==> config.mk <==
export PLATFORM = sky130hd
export DESIGN_NAME = lsu_word_bridge
export DESIGN_NICKNAME = d
export VERILOG_FILES = /design/src/rtl/lsu_pkg.sv /design/src/rtl/lsu_lane.sv /design/src/rtl/lsu_word_bridge.sv
export SDC_FILE = /design/constraint.sdc
export NUM_CORES = 1
export LEC_CHECK = 0
export CAP_MARGIN = 0
export CORE_AREA = 4 4 111 166
export CTS_CLUSTER_DIAMETER = 40
export DETAILED_ROUTE_END_ITERATION = 7
export DIE_AREA = 0 0 115 170
export HOLD_SLACK_MARGIN = 0.06
export PLACE_DENSITY = 0.79
export SYNTH_ARGS = -nofsm -noshare
export SYNTH_HDL_FRONTEND = slang
export SYNTH_HIERARCHICAL = 1
export SYNTH_SLANG_ARGS = --single-unit
==> constraint.sdc <==
create_clock -name clk -period 2.3 [get_ports clk]
set_input_delay 0.345 -clock clk [delete_from_list [all_inputs] [get_ports clk]]
set_output_delay 0.345 -clock clk [all_outputs]
set_load 0.02 [all_outputs]
==> src/rtl/lsu_pkg.sv <==
// lsu_pkg: shared types and constants for the lsu_word_bridge load/store unit.
//
// Contents:
//   size_e      - access size (byte, half, word)
//   state_e     - bridge FSM states
//   F3_*        - funct3 encodings of the core's load instructions
//   decode_size - maps the raw 2-bit request size onto size_e (2'b11 -> word)
package lsu_pkg;

   typedef enum logic [1:0] {
      SZ_B = 2'b00,
      SZ_H = 2'b01,
      SZ_W = 2'b10
   } size_e;

   typedef enum logic [2:0] {
      ST_IDLE = 3'd0,
      ST_RD   = 3'd1,
      ST_WAIT = 3'd2,
      ST_WR   = 3'd3,
      ST_RESP = 3'd4
   } state_e;

   // funct3 -> (size, unsigned): size is funct3[1:0], unsigned is funct3[2].
   localparam logic [2:0] F3_LB  = 3'b000;
   localparam logic [2:0] F3_LH  = 3'b001;
   localparam logic [2:0] F3_LW  = 3'b010;
   localparam logic [2:0] F3_LBU = 3'b100;
   localparam logic [2:0] F3_LHU = 3'b101;

   function automatic size_e decode_size(input logic [1:0] raw);
      case (raw)
         2'b00:   return SZ_B;
         2'b01:   return SZ_H;
         default: return SZ_W;
      endcase
   endfunction

endpackage

==> src/rtl/lsu_lane.sv <==
// lsu_lane: combinational byte-lane logic for the load/store bridge.
//
// Ports:
//   word_i      - 32-bit word read from memory
//   addr_i      - low two bits of the byte address (lane select)
//   size_i      - access size
//   unsigned_i  - zero-extend instead of sign-extend
//   wdata_i     - store data (low byte/half used for sub-word stores)
//   load_data_o - extracted and extended load value
//   merged_o    - word_i with the addressed lane(s) replaced by wdata_i
//
// Lanes are little-endian; low address bits below the access size are
// ignored, so a misaligned access is treated as aligned down.
module lsu_lane
   import lsu_pkg::*;
(
   input  logic [31:0] word_i,
   input  logic [1:0]  addr_i,
   input  size_e       size_i,
   input  logic        unsigned_i,
   input  logic [31:0] wdata_i,
   output logic [31:0] load_data_o,
   output logic [31:0] merged_o
);

   logic [7:0]  byte_v;
   logic [15:0] half_v;

   always_comb begin
      byte_v      = word_i[{addr_i, 3'b000} +: 8];
      half_v      = addr_i[1] ? word_i[31:16] : word_i[15:0];
      load_data_o = word_i;
      merged_o    = word_i;
      case (size_i)
         SZ_B: begin
            load_data_o = {{24{byte_v[7] & ~unsigned_i}}, byte_v};
            merged_o[{addr_i, 3'b000} +: 8] = wdata_i[7:0];
         end
         SZ_H: begin
            load_data_o = {{16{half_v[15] & ~unsigned_i}}, half_v};
            if (addr_i[1]) begin
               merged_o[31:16] = wdata_i[15:0];
            end else begin
               merged_o[15:0] = wdata_i[15:0];
            end
         end
         default: begin
            load_data_o = word_i;
            merged_o    = wdata_i;
         end
      endcase
   end

endmodule

==> src/rtl/lsu_word_bridge.sv <==
// lsu_word_bridge: converts byte/half/word load and store requests from the
// core's memory stage into accesses on a word-wide synchronous-read memory.
// Loads are extracted and sign/zero-extended; sub-word stores are done as a
// read-modify-write. Exactly one response per accepted request.
//
// Ports:
//   clk, rst      - clock, synchronous active-high reset
//   req_*         - request channel (valid/ready, store, size, unsigned,
//                   byte address, write data)
//   resp_*        - one-cycle response pulse (rdata, err), no backpressure
//   mem_*         - word memory: registered addr/re/we/wdata, rdata returned
//                   the cycle after mem_re
//   dbg_state_o   - current FSM state, for observation only
//
// Handshake: a request is taken on a rising edge where req_valid and
// req_ready are both high; req_ready is high only in IDLE, so it stays low
// for the whole transaction. resp_valid is a single-cycle pulse that the
// requester must take; there is no resp_ready.
//
// Build option: define LSU_MISALIGN_TRAP_EN to answer misaligned half/word
// requests with resp_err=1 and no memory access. Without it, misaligned
// requests are aligned down and resp_err never rises.
module lsu_word_bridge
   import lsu_pkg::*;
#(
   parameter int ADDR_W = 32,
   parameter int DATA_W = 32
) (
   input  logic              clk,
   input  logic              rst,
   input  logic              req_valid,
   output logic              req_ready,
   input  logic              req_store,
   input  logic [1:0]        req_size,
   input  logic              req_unsigned,
   input  logic [ADDR_W-1:0] req_addr,
   input  logic [DATA_W-1:0] req_wdata,
   output logic              resp_valid,
   output logic [DATA_W-1:0] resp_rdata,
   output logic              resp_err,
   output logic [ADDR_W-3:0] mem_addr,
   output logic              mem_re,
   output logic              mem_we,
   output logic [DATA_W-1:0] mem_wdata,
   input  logic [DATA_W-1:0] mem_rdata,
   output state_e            dbg_state_o
);

   generate
      if (DATA_W != 32) begin : g_bad_data_w
         $error("lsu_word_bridge: DATA_W must be 32");
      end
   endgenerate

   state_e              state_q, state_d;
   logic                mem_re_q, mem_re_d;
   logic                mem_we_q, mem_we_d;
   logic [ADDR_W-3:0]   mem_addr_q, mem_addr_d;
   logic [DATA_W-1:0]   mem_wdata_q, mem_wdata_d;
   logic                resp_valid_q, resp_valid_d;
   logic [DATA_W-1:0]   resp_rdata_q, resp_rdata_d;
   logic                resp_err_q, resp_err_d;

   // Request fields held for the duration of the transaction.
   logic                store_q, store_d;
   size_e               size_q, size_d;
   logic                uns_q, uns_d;
   logic [1:0]          addr_lo_q, addr_lo_d;
   logic [DATA_W-1:0]   wdata_q, wdata_d;

   size_e               req_size_n;
   logic                misalign;
   logic [DATA_W-1:0]   load_data;
   logic [DATA_W-1:0]   merged;

   assign req_size_n = decode_size(req_size);

`ifdef LSU_MISALIGN_TRAP_EN
   always_comb begin
      misalign = 1'b0;
      case (req_size_n)
         SZ_H:    misalign = req_addr[0];
         SZ_W:    misalign = |req_addr[1:0];
         default: misalign = 1'b0;
      endcase
   end
`else
   // Misaligned requests are simply aligned down; the trap path is never
   // taken, so resp_err_q stays at its reset value of 0.
   assign misalign = 1'b0;
`endif

   // Memory data is consumed combinationally in WAIT, the cycle it is valid.
   lsu_lane u_lane (
      .word_i      (mem_rdata),
      .addr_i      (addr_lo_q),
      .size_i      (size_q),
      .unsigned_i  (uns_q),
      .wdata_i     (wdata_q),
      .load_data_o (load_data),
      .merged_o    (merged)
   );

   always_comb begin
      state_d      = state_q;
      mem_re_d     = 1'b0;
      mem_we_d     = 1'b0;
      mem_addr_d   = mem_addr_q;
      mem_wdata_d  = mem_wdata_q;
      resp_valid_d = 1'b0;
      resp_rdata_d = '0;
      resp_err_d   = 1'b0;
      store_d      = store_q;
      size_d       = size_q;
      uns_d        = uns_q;
      addr_lo_d    = addr_lo_q;
      wdata_d      = wdata_q;

      case (state_q)
         ST_IDLE: begin
            if (req_valid) begin
               store_d   = req_store;
               size_d    = req_size_n;
               uns_d     = req_unsigned;
               addr_lo_d = req_addr[1:0];
               wdata_d   = req_wdata;
               if (misalign) begin
                  state_d      = ST_RESP;
                  resp_valid_d = 1'b1;
                  resp_err_d   = 1'b1;
               end else begin
                  mem_addr_d = req_addr[ADDR_W-1:2];
                  if (req_store && (req_size_n == SZ_W)) begin
                     // Full-word store needs no read.
                     state_d     = ST_WR;
                     mem_we_d    = 1'b1;
                     mem_wdata_d = req_wdata;
                  end else begin
                     state_d  = ST_RD;
                     mem_re_d = 1'b1;
                  end
               end
            end
         end
         ST_RD: begin
            state_d = ST_WAIT;
         end
         ST_WAIT: begin
            if (store_q) begin
               state_d     = ST_WR;
               mem_we_d    = 1'b1;
               mem_wdata_d = merged;
            end else begin
               state_d      = ST_IDLE;
               resp_valid_d = 1'b1;
               resp_rdata_d = load_data;
            end
         end
         ST_WR: begin
            state_d      = ST_IDLE;
            resp_valid_d = 1'b1;
         end
         ST_RESP: begin
            state_d = ST_IDLE;
         end
         default: begin
            state_d = ST_IDLE;
         end
      endcase
   end

   always_ff @(posedge clk) begin
      if (rst) begin
         state_q      <= ST_IDLE;
         mem_re_q     <= 1'b0;
         mem_we_q     <= 1'b0;
         mem_addr_q   <= '0;
         mem_wdata_q  <= '0;
         resp_valid_q <= 1'b0;
         resp_rdata_q <= '0;
         resp_err_q   <= 1'b0;
         store_q      <= 1'b0;
         size_q       <= SZ_B;
         uns_q        <= 1'b0;
         addr_lo_q    <= '0;
         wdata_q      <= '0;
      end else begin
         state_q      <= state_d;
         mem_re_q     <= mem_re_d;
         mem_we_q     <= mem_we_d;
         mem_addr_q   <= mem_addr_d;
         mem_wdata_q  <= mem_wdata_d;
         resp_valid_q <= resp_valid_d;
         resp_rdata_q <= resp_rdata_d;
         resp_err_q   <= resp_err_d;
         store_q      <= store_d;
         size_q       <= size_d;
         uns_q        <= uns_d;
         addr_lo_q    <= addr_lo_d;
         wdata_q      <= wdata_d;
      end
   end

   assign req_ready   = (state_q == ST_IDLE);
   assign resp_valid  = resp_valid_q;
   assign resp_rdata  = resp_rdata_q;
   assign resp_err    = resp_err_q;
   assign mem_addr    = mem_addr_q;
   assign mem_re      = mem_re_q;
   assign mem_we      = mem_we_q;
   assign mem_wdata   = mem_wdata_q;
   assign dbg_state_o = state_q;

endmodule

======== After elaboration in Yosys (flattened, before gate mapping) ========
Index checks and enable logic that the tools add are counted.
storage, ports and cells
  input bits .............................. 103
  flip-flop bits (word level) ............. 138
  output and inout bits ................... 102
  word-level logic and storage cells ...... 62
operators by class
  shift operators ......................... 3
  equality and inequality tests ........... 9
  reduce and logical (&&, ||, !) cells .... 9
  mux-type cells .......................... 22
  bitwise logic cells ..................... 6
  add/sub/neg operators ................... 1
operator list
  operator                                                                 number
  32-bit one-hot mux with 2 select lines                                   3
  32-bit two-way mux                                                       3
  16-bit two-way mux                                                       3
  32-bit bitwise mux                                                       1
  8-bit by 7-bit variable shift with 32-bit output (first input constant)  1
  32-bit by 6-bit variable part select with 8-bit output                   1
  8-bit by 7-bit variable part select with 32-bit output                   1
  3-bit one-hot mux with 3 select lines                                    1
  5-bit negation with 7-bit output                                         1
  3-bit by 2-bit equality test with 1-bit output (second input constant)   2
  3-bit OR reduction                                                       2
  1-bit two-way mux                                                        5
  2-bit by 1-bit equality test with 1-bit output (second input constant)   2
  2-bit zero test                                                          2
  2-bit two-way mux                                                        2
  2-bit != test (second input constant)                                    2
  1-bit NOT                                                                4
  1-bit one-hot mux with 2 select lines                                    2
  2-bit one-hot mux with 2 select lines                                    1
  4-bit AND reduction                                                      1
  3-bit by 1-bit equality test with 1-bit output (second input constant)   1
  3-bit zero test                                                          1
  3-bit two-way mux                                                        1
  1-bit bitwise AND                                                        2
  5 further kinds                                                          5

======== Logic depth before layout (Yosys ltp) ========
  depth after elaboration ................. 7
  depth in mapped cells ................... 11
  mapped depth without buffers ............ 9

======== Modules after synthesis ========
The synthesis kept the hierarchy.
by module, submodules not included
  module           sequential area each (um^2)  cells an instance  times used  area an instance (um^2)
  lsu_word_bridge  2742.6                       566                1           5144.9
  lsu_lane         0.0                          235                1           1570.3

======== Least setup slack after synthesis ========
No wires, ideal clock.
  path kind ............................... reg2reg
  start ................................... register addr_lo_q[1]
  end ..................................... register mem_wdata_q[0], in the netlist mem_wdata[0]
  library setup time ...................... 134 ps
  cell stages (with the launch flop) ...... 11
  data required time ...................... 2166 ps
  clock period less this slack ............ 2302 ps
  arrival ................................. 2168 ps
  path buffers ............................ 2
  slack ................................... -2 ps
  cell sequence ........................... dfxtp_1 -> buf_4 -> buf_4 -> inv_1 -> ha_1 -> nor2_1 -> a41o_1 -> a22o_1 -> mux2_2 -> a211oi_1 -> a211oi_1
on the way
  word-level cells in the longest chain between the ends .. 6
  elaborated cells between the ends (all ways) .. 8
  those cells by class .................... 1 x add/sub; 2 x shift; 5 x mux
RTL lines
  element                                                                                                                            line                    source
  start, declared                                                                                                                    lsu_word_bridge.sv:68   logic [1:0] addr_lo_q, addr_lo_d;
  start signal, assigned                                                                                                             lsu_word_bridge.sv:199  addr_lo_q <= addr_lo_d;
  5-bit negation with 7-bit output                                                                                                   lsu_lane.sv:37          merged_o[{addr_i, 3'b000} +: 8] = wdata_i[7:0];
  8-bit by 7-bit variable part select with 32-bit output / 8-bit by 7-bit variable shift with 32-bit output (equally long branches)  lsu_lane.sv:37
  32-bit bitwise mux                                                                                                                 lsu_lane.sv:37
  32-bit one-hot mux with 2 select lines (*)                                                                                         lsu_lane.sv:34          case (size_i)
  via merged[0]                                                                                                                      lsu_word_bridge.sv:74   logic [DATA_W-1:0] merged;
  32-bit two-way mux (*)                                                                                                             lsu_word_bridge.sv:149  if (store_q) begin
  32-bit one-hot mux with 2 select lines (*)                                                                                         lsu_word_bridge.sv:119  case (state_q)
  end signal, assigned                                                                                                               lsu_word_bridge.sv:192  mem_wdata_q <= mem_wdata_d;
  end, declared                                                                                                                      lsu_word_bridge.sv:59   logic [DATA_W-1:0] mem_wdata_q, mem_wdata_d;
The timed path passes the listed nets; every way through them passes the cells marked *. The select of a mux whose other input is x is not followed.
A chain may end at the register's enable or synchronous reset.

======== Final worst setup path ========
  start ................................... register addr_lo_q[1]
  end ..................................... register mem_wdata_q[17], in the netlist mem_wdata[17]
The elaborated chain is that of the path after synthesis.

==> results.yml <==
clock_tree:
  path_clk_slew_ns: 0.06
  cts_max_path_buffers: 2
  clock_sink_count: 137
  cts.htree.levels: 4
  clkLatencyLatePin_ns: 0.42
  cts_hold_buf: 0
  tritoncts_buffer_count: 17
  tritoncts: "built"
  cts_root_buffer: "clkbuf_16"
synthesis:
  synth_flop_cell: "dfxtp_1"
  yosysTopAreaCell: "dfxtp_1"
  mappedNetlistArea_sq_um: 6720
  synth_edf_count: 0
  flop_and_latch_count_out_of_synthesis: 137
  synth_warnings: 6
  synthTopCellsByArea: "dfxtp_1, nand2_1, a211oi_1"
  synthesis.instances: 801
  ys_types: 53
  synth-async-reset-ratio_pct: 0
  synth.avg_cell_area_sq_um: 8.38
  synth_sequential_area_ratio_pct: 40.8
  synth_top_area_share_pct: 40.8
place:
  pre_cts_setup_slack_ns: -0.0435
  dp.final_hpwl_um: 16900
  placedCellCount: 1191
  placement.io_buffers: 202
  gp_congestion: 0.980
  dpl-instance-area_sq_um: 9040
die:
  std_cell_rows: 59
  pin_count: 205
  die_ar_sq_um: 19600
  core_area_sq_um: 17100
  dieWidth_um: 115
  dieHeight_um: 170
  initial_core_util_pct: 39.2
global_route:
  grt_start_max_net_pins: 56
  track_usage_pct: 23.2
  grt_pass1_vias: 6619
  grt_first_pass_wirelength_um: 35700
  grt_overflow: 0
  antenna_found_initial: 1
run_status:
  outcome: "finished, final reports clean"
sta:
  rsz0062_at_grt: "no"
  timing.final.setup_violations: 0
  skew_ns: 0.00932
  final.setup.worst_slack_ns: 0.0613
  timing.final.hold_violations: 0
  tightest_slew_ns: 0.653
  drv_slew: 0
  slew-limit-headroom_pct: 56.4
  period_share_pct: 97.3
  timing.final.crit_period_ns: 2.24
  fmax_ghz: 0.447
finish:
  final_net_count: 1107
  commonest_non_fill_non_tap_cells_in_the_layout: "clkdlybuf4s50_1, nand2_1, dfxtp_1, a21oi_1, a211oi_1"
  number_of_cells_in_the_finished_layout_apart_from_fillers: 1226
  final_area_sq_um: 9720
  layout-drive-gt1-share_pct: 15.1
  layout_commonest_cell: "clkdlybuf4s50_1"
  layout.filler_cells: 1547
  final_core_utilization_pct: 56.8
  areaGrowthSynthToFinish_pct: 44.8
hold_path:
  worst_case_hold_path_end_point: "wdata_q[20]$_SDFFE_PP0N_"
  timing.hold.worst.class: "in -> reg"
  worst_hold_path.num_cells: 2
  worst_hold_startpoint: "rst"
setup_path:
  critPathLaunchType: "flip-flop"
  worst_path_max_delay_cell: "dfxtp_4"
  critPathBufInv: 2
  timing.critical_path.slowest_cell_delay_ns: 0.38
  critical_path.reg2reg.endpoint: "mem_wdata[17]$_SDFFE_PP0P_"
  worst_path_dominant_cell_family: "compound AO/OA/AOI/OAI gates"
  critPathRequiredTime_ns: 2.59
  arrival_ns: 2.53
  worstPathMaxFanout: 13
  crit_type: "reg -> reg"
  reg2reg_setup_slack_ns: 0.06
  ff2ff_path_depth: 10
  endpoint_kind: "flip-flop"
  crit_chain: "buf_12, ha_1, nor3b_2, nor3b_2, buf_4, nand2_1, a2bb2oi_1, mux2_2, a211oi_1, a211oi_1"
  r2r_startpoint: "addr_lo_q[1]$_SDFFE_PP0N_"
drt:
  drt_first_iter_violations: 633
  post_drt_wl_per_cell_um: 18.8
  dr.pass1.iters: 5
  via_per_inst: 5.44
  via_count: 6668
  route.detailed.drc: 0
  overall_routed_net_length_um: 23100
  detail-route-antenna-nets: 0
power_and_ir_drop:
  ir_drop_mv: 0.470
  leakage_nw: 3.55
  power.density_nw_per_um2: 729
flow_run:
  timing.max_cap.violations: 0
-- flip-flops by register name, summed over array words and instances, names as in the netlist, 2 cells and up --
signal / count
wdata_q: 32
size_q: 2
mem_addr: 30
resp_rdata: 32
mem_wdata: 32
addr_lo_q: 2
dbg_state_o: 2
-- power by group --
part | internal, mW | leakage (nW) | switching, mW
logic | 0.775 | 2.14 | 0.839
registers | 2.53 | 1.12 | 0.120
clock network | 1.64 | 0.291 | 1.18
-- metal layers --
| metal | GRT usage [%] | up-vias | routed length [um] |
|---|---|---|---|
| met4 | 12.9 | 0 | 1140 |
| li1 | - | 3189 | - |
| met2 | 37.6 | 333 | 11100 |
| met1 | 28.4 | 3068 | 9020 |
| met5 | 0 | - | 0 |
| met3 | 4.91 | 78 | 1800 |
-- synth_stat cells, drive strengths merged (4+ instances only) --
cell type / instances
ha: 5
buf: 29
a221oi: 8
inv: 43
nor2: 9
a21oi: 90
a222oi: 7
a2bb2oi: 7
o21ai: 18
and2: 33
dfxtp: 137
mux2i: 6
a211oi: 68
nor2b: 4
nand2b: 7
a221o: 16
nand2: 199
clkbuf: 37
a22oi: 5
mux2: 39
a22o: 10
-- cells by family after synthesis --
kind of cell | count (synthesis) | synth area share [%]
AND/OR/NAND/NOR | 269 | 18.4
AO/OA/AOI/OAI | 234 | 24.7
flip-flops | 137 | 40.8
buffers and inverters | 110 | 7.66
multiplexers | 45 | 7.43
adder cells (fa/ha/maj) | 5 | 0.932
other | 1 | 0.0558
-- how the worst max path moves through the flow --
stage / end / start / cells past startpoint
final: mem_wdata[17]$_SDFFE_PP0P_ / addr_lo_q[1]$_SDFFE_PP0N_ / 10
after global routing: mem_wdata[17]$_SDFFE_PP0P_ / addr_lo_q[1]$_SDFFE_PP0N_ / 11
after CTS: mem_wdata[17]$_SDFFE_PP0P_ / addr_lo_q[1]$_SDFFE_PP0N_ / 11
after detailed placement: mem_wdata[16]$_SDFFE_PP0P_ / mem_rdata[16] / 7
after global placement: mem_wdata[16]$_SDFFE_PP0P_ / mem_rdata[16] / 7
after floorplan: mem_wdata[0]$_SDFFE_PP0P_ / addr_lo_q[1]$_SDFFE_PP0N_ / 10
-- stage by stage --
stage               power, mW  hold slack (ns)  TNS [ns]
floorplan                3.60            0.431         0
global placement         4.26            0.441   -0.0663
detailed placement       4.28            0.446   -0.0673
CTS                      7.12            0.262         0
global route             7.39            0.272         0
finish                   7.09            0.273         0
-- what timing repair did --
item	in CTS	in global routing
pin swaps	0	3
resized for setup	1	10
setup endpoints to repair	1	22
setup buffers	0	1
gates cloned	0	1
-- cell type report --
class,count,area [sq um],area share [%]
clock inverters,15,188,1.93
multi-input cells,555,3510,36.1
clock buffers,17,425,4.37
repair buffers,244,2410,24.8
well taps,213,267,2.74
inverters,44,165,1.70
diodes,1,2.50,0.0257
flip-flops and latches,137,2750,28.3
-- worst reg2reg max path: stages, from the launching register on --
cell and delay [ns]:
dfxtp_4 0.38, buf_12 0.15, ha_1 0.20, nor3b_2 0.16, nor3b_2 0.16, buf_4 0.16
nand2_1 0.07, a2bb2oi_1 0.08, mux2_2 0.28, a211oi_1 0.37, a211oi_1 0.09
Power figures use the tool's default switching activity.
